## src/rtl/color_cmd_parser.sv

```systemverilog
// UART colour command parser: A5, idx, R, G, B [, chk] frames update one of four held RGB registers.
// Define COLOR_CMD_CHECKSUM_EN to require a trailing XOR checksum byte (6-byte frames).
module color_cmd_parser #(
    parameter logic [23:0] TIMEOUT_CYCLES = 24'd1000000
) (
    input  logic        clk,
    input  logic        rst,
    input  logic [7:0]  rx_data,
    input  logic        rx_valid,
    output logic [3:0]  color_valid,
    output logic [23:0] rgb0,
    output logic [23:0] rgb1,
    output logic [23:0] rgb2,
    output logic [23:0] rgb3,
    output logic        frame_err,
    output logic        busy
);

    localparam logic [2:0] ST_IDLE = 3'd0;
    localparam logic [2:0] ST_IDX  = 3'd1;
    localparam logic [2:0] ST_RED  = 3'd2;
    localparam logic [2:0] ST_GRN  = 3'd3;
    localparam logic [2:0] ST_BLU  = 3'd4;
`ifdef COLOR_CMD_CHECKSUM_EN
    localparam logic [2:0] ST_CHK  = 3'd5;
`endif

    localparam logic [7:0]  SYNC_BYTE = 8'hA5;
    localparam logic [23:0] RGB0_RST  = 24'hff0000;
    localparam logic [23:0] RGB1_RST  = 24'h00ff00;
    localparam logic [23:0] RGB2_RST  = 24'h0000ff;
    localparam logic [23:0] RGB3_RST  = 24'hffff00;

`ifdef COLOR_CMD_CHECKSUM_EN
    function automatic logic [7:0] frame_chk(input logic [1:0] idx,
                                             input logic [7:0] r,
                                             input logic [7:0] g,
                                             input logic [7:0] b);
        return {6'b000000, idx} ^ r ^ g ^ b;
    endfunction
`endif

    function automatic logic [3:0] idx_onehot(input logic [1:0] idx);
        logic [3:0] oh;
        case (idx)
            2'd0:    oh = 4'b0001;
            2'd1:    oh = 4'b0010;
            2'd2:    oh = 4'b0100;
            2'd3:    oh = 4'b1000;
            default: oh = 4'b0000;
        endcase
        return oh;
    endfunction

    logic [2:0]  state_r;
    logic [2:0]  state_nxt_s;
    logic [23:0] cnt_r;
    logic [1:0]  idx_r;
    logic [7:0]  red_r;
    logic [7:0]  grn_r;
`ifdef COLOR_CMD_CHECKSUM_EN
    logic [7:0]  blu_r;
`endif
    logic [3:0]  color_valid_r;
    logic        frame_err_r;
    logic        busy_r;
    logic [23:0] rgb0_r;
    logic [23:0] rgb1_r;
    logic [23:0] rgb2_r;
    logic [23:0] rgb3_r;

    logic        commit_s;
    logic        reject_s;
    logic        timeout_s;
    logic [23:0] commit_rgb_s;

    assign color_valid = color_valid_r;
    assign frame_err   = frame_err_r;
    assign busy        = busy_r;
    assign rgb0        = rgb0_r;
    assign rgb1        = rgb1_r;
    assign rgb2        = rgb2_r;
    assign rgb3        = rgb3_r;

    // Next-state decode, commit/reject qualification and inter-byte timeout detection
    always_comb begin
        state_nxt_s  = state_r;
        commit_s     = 1'b0;
        reject_s     = 1'b0;
        timeout_s    = (state_r != ST_IDLE) && !rx_valid && (cnt_r == (TIMEOUT_CYCLES - 24'd1));
`ifdef COLOR_CMD_CHECKSUM_EN
        commit_rgb_s = {red_r, grn_r, blu_r};
`else
        commit_rgb_s = {red_r, grn_r, rx_data};
`endif
        case (state_r)
            ST_IDLE: begin
                if (rx_valid && (rx_data == SYNC_BYTE)) begin
                    state_nxt_s = ST_IDX;
                end else begin
                    state_nxt_s = ST_IDLE;
                end
            end
            ST_IDX: begin
                if (rx_valid) begin
                    if (rx_data > 8'd3) begin
                        reject_s    = 1'b1;
                        state_nxt_s = ST_IDLE;
                    end else begin
                        state_nxt_s = ST_RED;
                    end
                end else begin
                    state_nxt_s = ST_IDX;
                end
            end
            ST_RED: begin
                if (rx_valid) begin
                    state_nxt_s = ST_GRN;
                end else begin
                    state_nxt_s = ST_RED;
                end
            end
            ST_GRN: begin
                if (rx_valid) begin
                    state_nxt_s = ST_BLU;
                end else begin
                    state_nxt_s = ST_GRN;
                end
            end
            ST_BLU: begin
                if (rx_valid) begin
`ifdef COLOR_CMD_CHECKSUM_EN
                    state_nxt_s = ST_CHK;
`else
                    commit_s    = 1'b1;
                    state_nxt_s = ST_IDLE;
`endif
                end else begin
                    state_nxt_s = ST_BLU;
                end
            end
`ifdef COLOR_CMD_CHECKSUM_EN
            ST_CHK: begin
                if (rx_valid) begin
                    if (rx_data == frame_chk(idx_r, red_r, grn_r, blu_r)) begin
                        commit_s = 1'b1;
                    end else begin
                        reject_s = 1'b1;
                    end
                    state_nxt_s = ST_IDLE;
                end else begin
                    state_nxt_s = ST_CHK;
                end
            end
`endif
            default: begin
                state_nxt_s = ST_IDLE;
            end
        endcase
        // Timeout only fires on a cycle without a byte, so it never collides with commit
        if (timeout_s) begin
            state_nxt_s = ST_IDLE;
            reject_s    = 1'b1;
        end else begin
            state_nxt_s = state_nxt_s;
        end
    end

    // FSM state, busy flag and inter-byte idle counter
    always_ff @(posedge clk or negedge rst) begin
        if (!rst) begin
            state_r <= ST_IDLE;
            busy_r  <= 1'b0;
            cnt_r   <= 24'd0;
        end else begin
            state_r <= state_nxt_s;
            busy_r  <= (state_nxt_s != ST_IDLE);
            if (rx_valid || (state_nxt_s == ST_IDLE)) begin
                cnt_r <= 24'd0;
            end else begin
                cnt_r <= cnt_r + 24'd1;
            end
        end
    end

    // Index and shadow colour capture; shadows are dropped on any rejected frame
    always_ff @(posedge clk or negedge rst) begin
        if (!rst) begin
            idx_r <= 2'd0;
            red_r <= 8'd0;
            grn_r <= 8'd0;
`ifdef COLOR_CMD_CHECKSUM_EN
            blu_r <= 8'd0;
`endif
        end else if (reject_s) begin
            idx_r <= 2'd0;
            red_r <= 8'd0;
            grn_r <= 8'd0;
`ifdef COLOR_CMD_CHECKSUM_EN
            blu_r <= 8'd0;
`endif
        end else if (rx_valid) begin
            case (state_r)
                ST_IDX:  idx_r <= rx_data[1:0];
                ST_RED:  red_r <= rx_data;
                ST_GRN:  grn_r <= rx_data;
`ifdef COLOR_CMD_CHECKSUM_EN
                ST_BLU:  blu_r <= rx_data;
`endif
                default: idx_r <= idx_r;
            endcase
        end else begin
            idx_r <= idx_r;
        end
    end

    // Single-cycle status pulses
    always_ff @(posedge clk or negedge rst) begin
        if (!rst) begin
            color_valid_r <= 4'b0000;
            frame_err_r   <= 1'b0;
        end else begin
            color_valid_r <= commit_s ? idx_onehot(idx_r) : 4'b0000;
            frame_err_r   <= reject_s;
        end
    end

    // Held colour registers; only the committed index is written
    always_ff @(posedge clk or negedge rst) begin
        if (!rst) begin
            rgb0_r <= RGB0_RST;
            rgb1_r <= RGB1_RST;
            rgb2_r <= RGB2_RST;
            rgb3_r <= RGB3_RST;
        end else if (commit_s) begin
            case (idx_r)
                2'd0:    rgb0_r <= commit_rgb_s;
                2'd1:    rgb1_r <= commit_rgb_s;
                2'd2:    rgb2_r <= commit_rgb_s;
                2'd3:    rgb3_r <= commit_rgb_s;
                default: rgb0_r <= rgb0_r;
            endcase
        end else begin
            rgb0_r <= rgb0_r;
        end
    end

endmodule

```

## config.mk

```make
export PLATFORM = sky130hd
export DESIGN_NAME = color_cmd_parser
export DESIGN_NICKNAME = d
export VERILOG_FILES = /design/src/rtl/color_cmd_parser.sv
export SDC_FILE = /design/constraint.sdc
export NUM_CORES = 1
export LEC_CHECK = 0
export ABC_AREA = 1
export ABC_CLOCK_PERIOD_IN_PS = 2200
export CORE_MARGIN = 4
export CORE_UTILIZATION = 50
export DETAILED_ROUTE_END_ITERATION = 10
export PLACE_DENSITY_LB_ADDON = 0.1
export SLEW_MARGIN = 20
export SYNTH_ARGS = -nofsm -noshare
export SYNTH_HDL_FRONTEND = slang
export SYNTH_SLANG_ARGS = --single-unit
```

## constraint.sdc

```tcl
create_clock -name clk -period 2.2 [get_ports clk]
set_input_delay 0.44 -clock clk [delete_from_list [all_inputs] [get_ports clk]]
set_output_delay 0.44 -clock clk [all_outputs]
set_load 0.02 [all_outputs]
```

==> flow_summary.yaml <==
run_status:
  status: "finished, final reports clean"
setup_path:
  worst_setup_path_end_kind: "primary output"
  cp_data_arrival_time_ns: 1.58
  critPathBufInv: 1
  startpoint_type: "register"
  crit_slowest_cell: "clkdlybuf4s50_1"
  required_ns: 1.76
  crit_chain: "clkdlybuf4s50_1"
  crit_fanout: 2
  path_class: "register to primary output"
  cp_top_family: "buffers and inverters"
  slowest_delay_ns: 0.61
finish:
  multiInputGateArea_mm2: 0.00245
  fillerInstances: 989
  area_growth_pct: 32.1
  final_util: 0.676
  drive_above_1_share: 0.212
  final_common_cell: "nand2_1"
  seqCellArea_mm2: 0.00373
  most-common-layout-cells: "nand2_1, clkdlybuf4s50_1, dfrtp_1, nor2_1, mux2_1"
  fin_nets: 729
  diodes: 0
  stdcell_area_mm2: 0.00853
  stdcell_count: 902
clock_tree:
  clkLatencyLatePin_ns: 0.42
  numCtsBuffers: 17
  h-tree-depth: 4
  cts_tree: "yes"
  clk_pin_slew_ns: 0.06
  clockBufferDepth: 2
  cts_sinks: 147
  clock_tree.root_cell: "clkbuf_16"
logic_synthesis:
  synth_cell_types: 35
  ys_warn_count: 0
  syn-num-nets: 596
  synth_cells: 584
  syn_area_mm2: 0.00645
  syn_avg_cell_area_um2: 11.1
  yosysSeqAreaShare: 0.578
  ys_ff_latch: 147
pwr:
  p_leak_nw: 3.87
  power_density_mw_per_mm2: 837
  finalPower_mw: 7.14
  irDropWorstVdd_mv: 0.495
detailed_routing:
  drt_wl_total_um: 14200
  antenna_left: 0
  vias: 4480
  drcViolationCount: 0
  wl_per_cell_um: 15.8
  drt-vias-per-instance: 4.97
  first_pass_iters: 5
  drt_iter0_drc: 251
die:
  core_mm2: 0.0126
  ios: 113
  rows: 41
  fp.dieW_um: 122
  dieArea_mm2: 0.0148
  start_util: 0.512
  die_y_um: 122
global_routing:
  grt_pass1_vias: 4660
  overflow: 0
  grt_pass1_wl_um: 23700
  grt_max_degree: 55
  grt.total_usage: 0.207
  antenna_found_initial: 0
timing:
  post-route-period-util: 0.918
  rsz0062_at_grt: "no"
  tns_ns: 0
  holdWs_ns: 0.466
  worst_slew_pin_slew_ns: 0.511
  finClkSkew_ns: 0.00461
  final_max_slew_viol_count: 0
  min_period_ns: 2.02
  setup_slack_ns: 0.181
  slew-limit-headroom: 0.659
  setup_violations: 0
  hold_viol_final: 0
  clock.fmax_mhz: 495
placed_design:
  dpl.hpwl_um: 10200
  dpl_cell_area_mm2: 0.00789
  gp_congestion: 0.881
  dp_cells: 869
  place_worst_setup_slack_ns: 0.0342
  io_buffers: 112
flow_run:
  maxCapViolCount: 0
hold_path:
  min_path_type: "register to register"
## repair_timing
item | 4_1_cts | 5_1_grt
hold buffers | 1 | 0
gates resized for setup | 0 | 0
endpoints found under the hold margin | 26 | 0
endpoints found under the setup margin | 0 | 0
buffers inserted | 0 | 0
## logic make-up (layout without fill, tap and decap cells)
| family | count (synthesis) | count (layout) | share of synthesized area |
|---|---|---|---|
| AO/OA/AOI/OAI | 37 | 37 | 0.0339 |
| AND/OR/NAND/NOR | 264 | 264 | 0.211 |
| flip-flops | 147 | 147 | 0.578 |
| multiplexers | 64 | 64 | 0.112 |
| buffers and inverters | 56 | 202 | 0.0430 |
| adder cells (fa/ha/maj) | 1 | 1 | 0.00194 |
| XOR/XNOR | 15 | 15 | 0.0204 |
## registers in the layout (all words and copies together) (netlist names), 2 cells and up
name,count
cnt_r,24
color_valid,4
rgb2,24
rgb3,24
rgb1,24
idx_r,2
red_r,8
rgb0,24
state_r,3
grn_r,8
## worst paths after layout
path	start	endpoint	slack (ns)	cells after the start
max	rgb3[8]	rgb3[8]	0.18	1
min reg2reg	cnt_r[0]	cnt_r[0]	0.47	1
min	cnt_r[0]	cnt_r[0]	0.47	1
max in group asynchronous	rst	rgb3[8]	0.96	3
max reg2reg	cnt_r[0]	cnt_r[10]	0.46	7
min in group asynchronous	rst	rgb2[13]	0.54	2
## routing by layer
layer,track usage,part of all wire,wire (µm),up-vias
li1,-,-,-,2148
met1,0.272,0.43,6090,2203
met2,0.339,0.51,7260,118
met3,0.0483,0.053,753,11
met4,0.0742,0.0079,113,0
met5,0,0,0,-
## final cells by class
class	instances	area share
well taps	172	0.0252
clock inverters	15	0.0241
flip-flops and latches	147	0.437
repair buffers	128	0.158
multi-input cells	381	0.287
inverters	42	0.0185
clock buffers	17	0.0499
## synth_stat cells
cell type	number	area (µm²)
nand2_8	1	20.0
nand4_1	3	18.8
a21boi_0	1	7.51
a21o_1	1	7.51
nand2_2	6	37.5
and2_2	1	7.51
buf_4	8	60.1
inv_1	34	128
nor2_8	1	20.0
clkinv_1	2	7.51
o21bai_4	1	18.8
nor3_2	1	10.0
o21ai_4	1	16.3
xnor2_1	4	35.0
nand3_1	14	70.1
nand2_1	117	439
nand3_4	1	17.5
inv_2	6	22.5
nor3_4	4	65.1
dfrtp_1	107	2680
nand3_2	1	10.0
mux2_1	52	586
a21oi_1	32	160
nor2_1	75	282
nor3_1	9	45.0
nor2_4	24	270
ha_1	1	12.5
buf_12	2	40.0
xor2_1	11	96.3
mux2_2	12	135
a21oi_2	1	8.76
nor2_2	3	18.8
buf_2	4	20.0
dfstp_2	40	1050
nand2_4	3	33.8
## report_power, final
part / internal [mW] / total (mW) / leakage, nW / switching, mW
sequential: 2.96 / 3.20 / 1.88 / 0.243
combinational: 0.378 / 0.861 / 1.68 / 0.483
clock: 1.91 / 3.07 / 0.312 / 1.16
total: 5.25 / 7.14 / 3.87 / 1.88
Power figures use the tool's default switching activity.
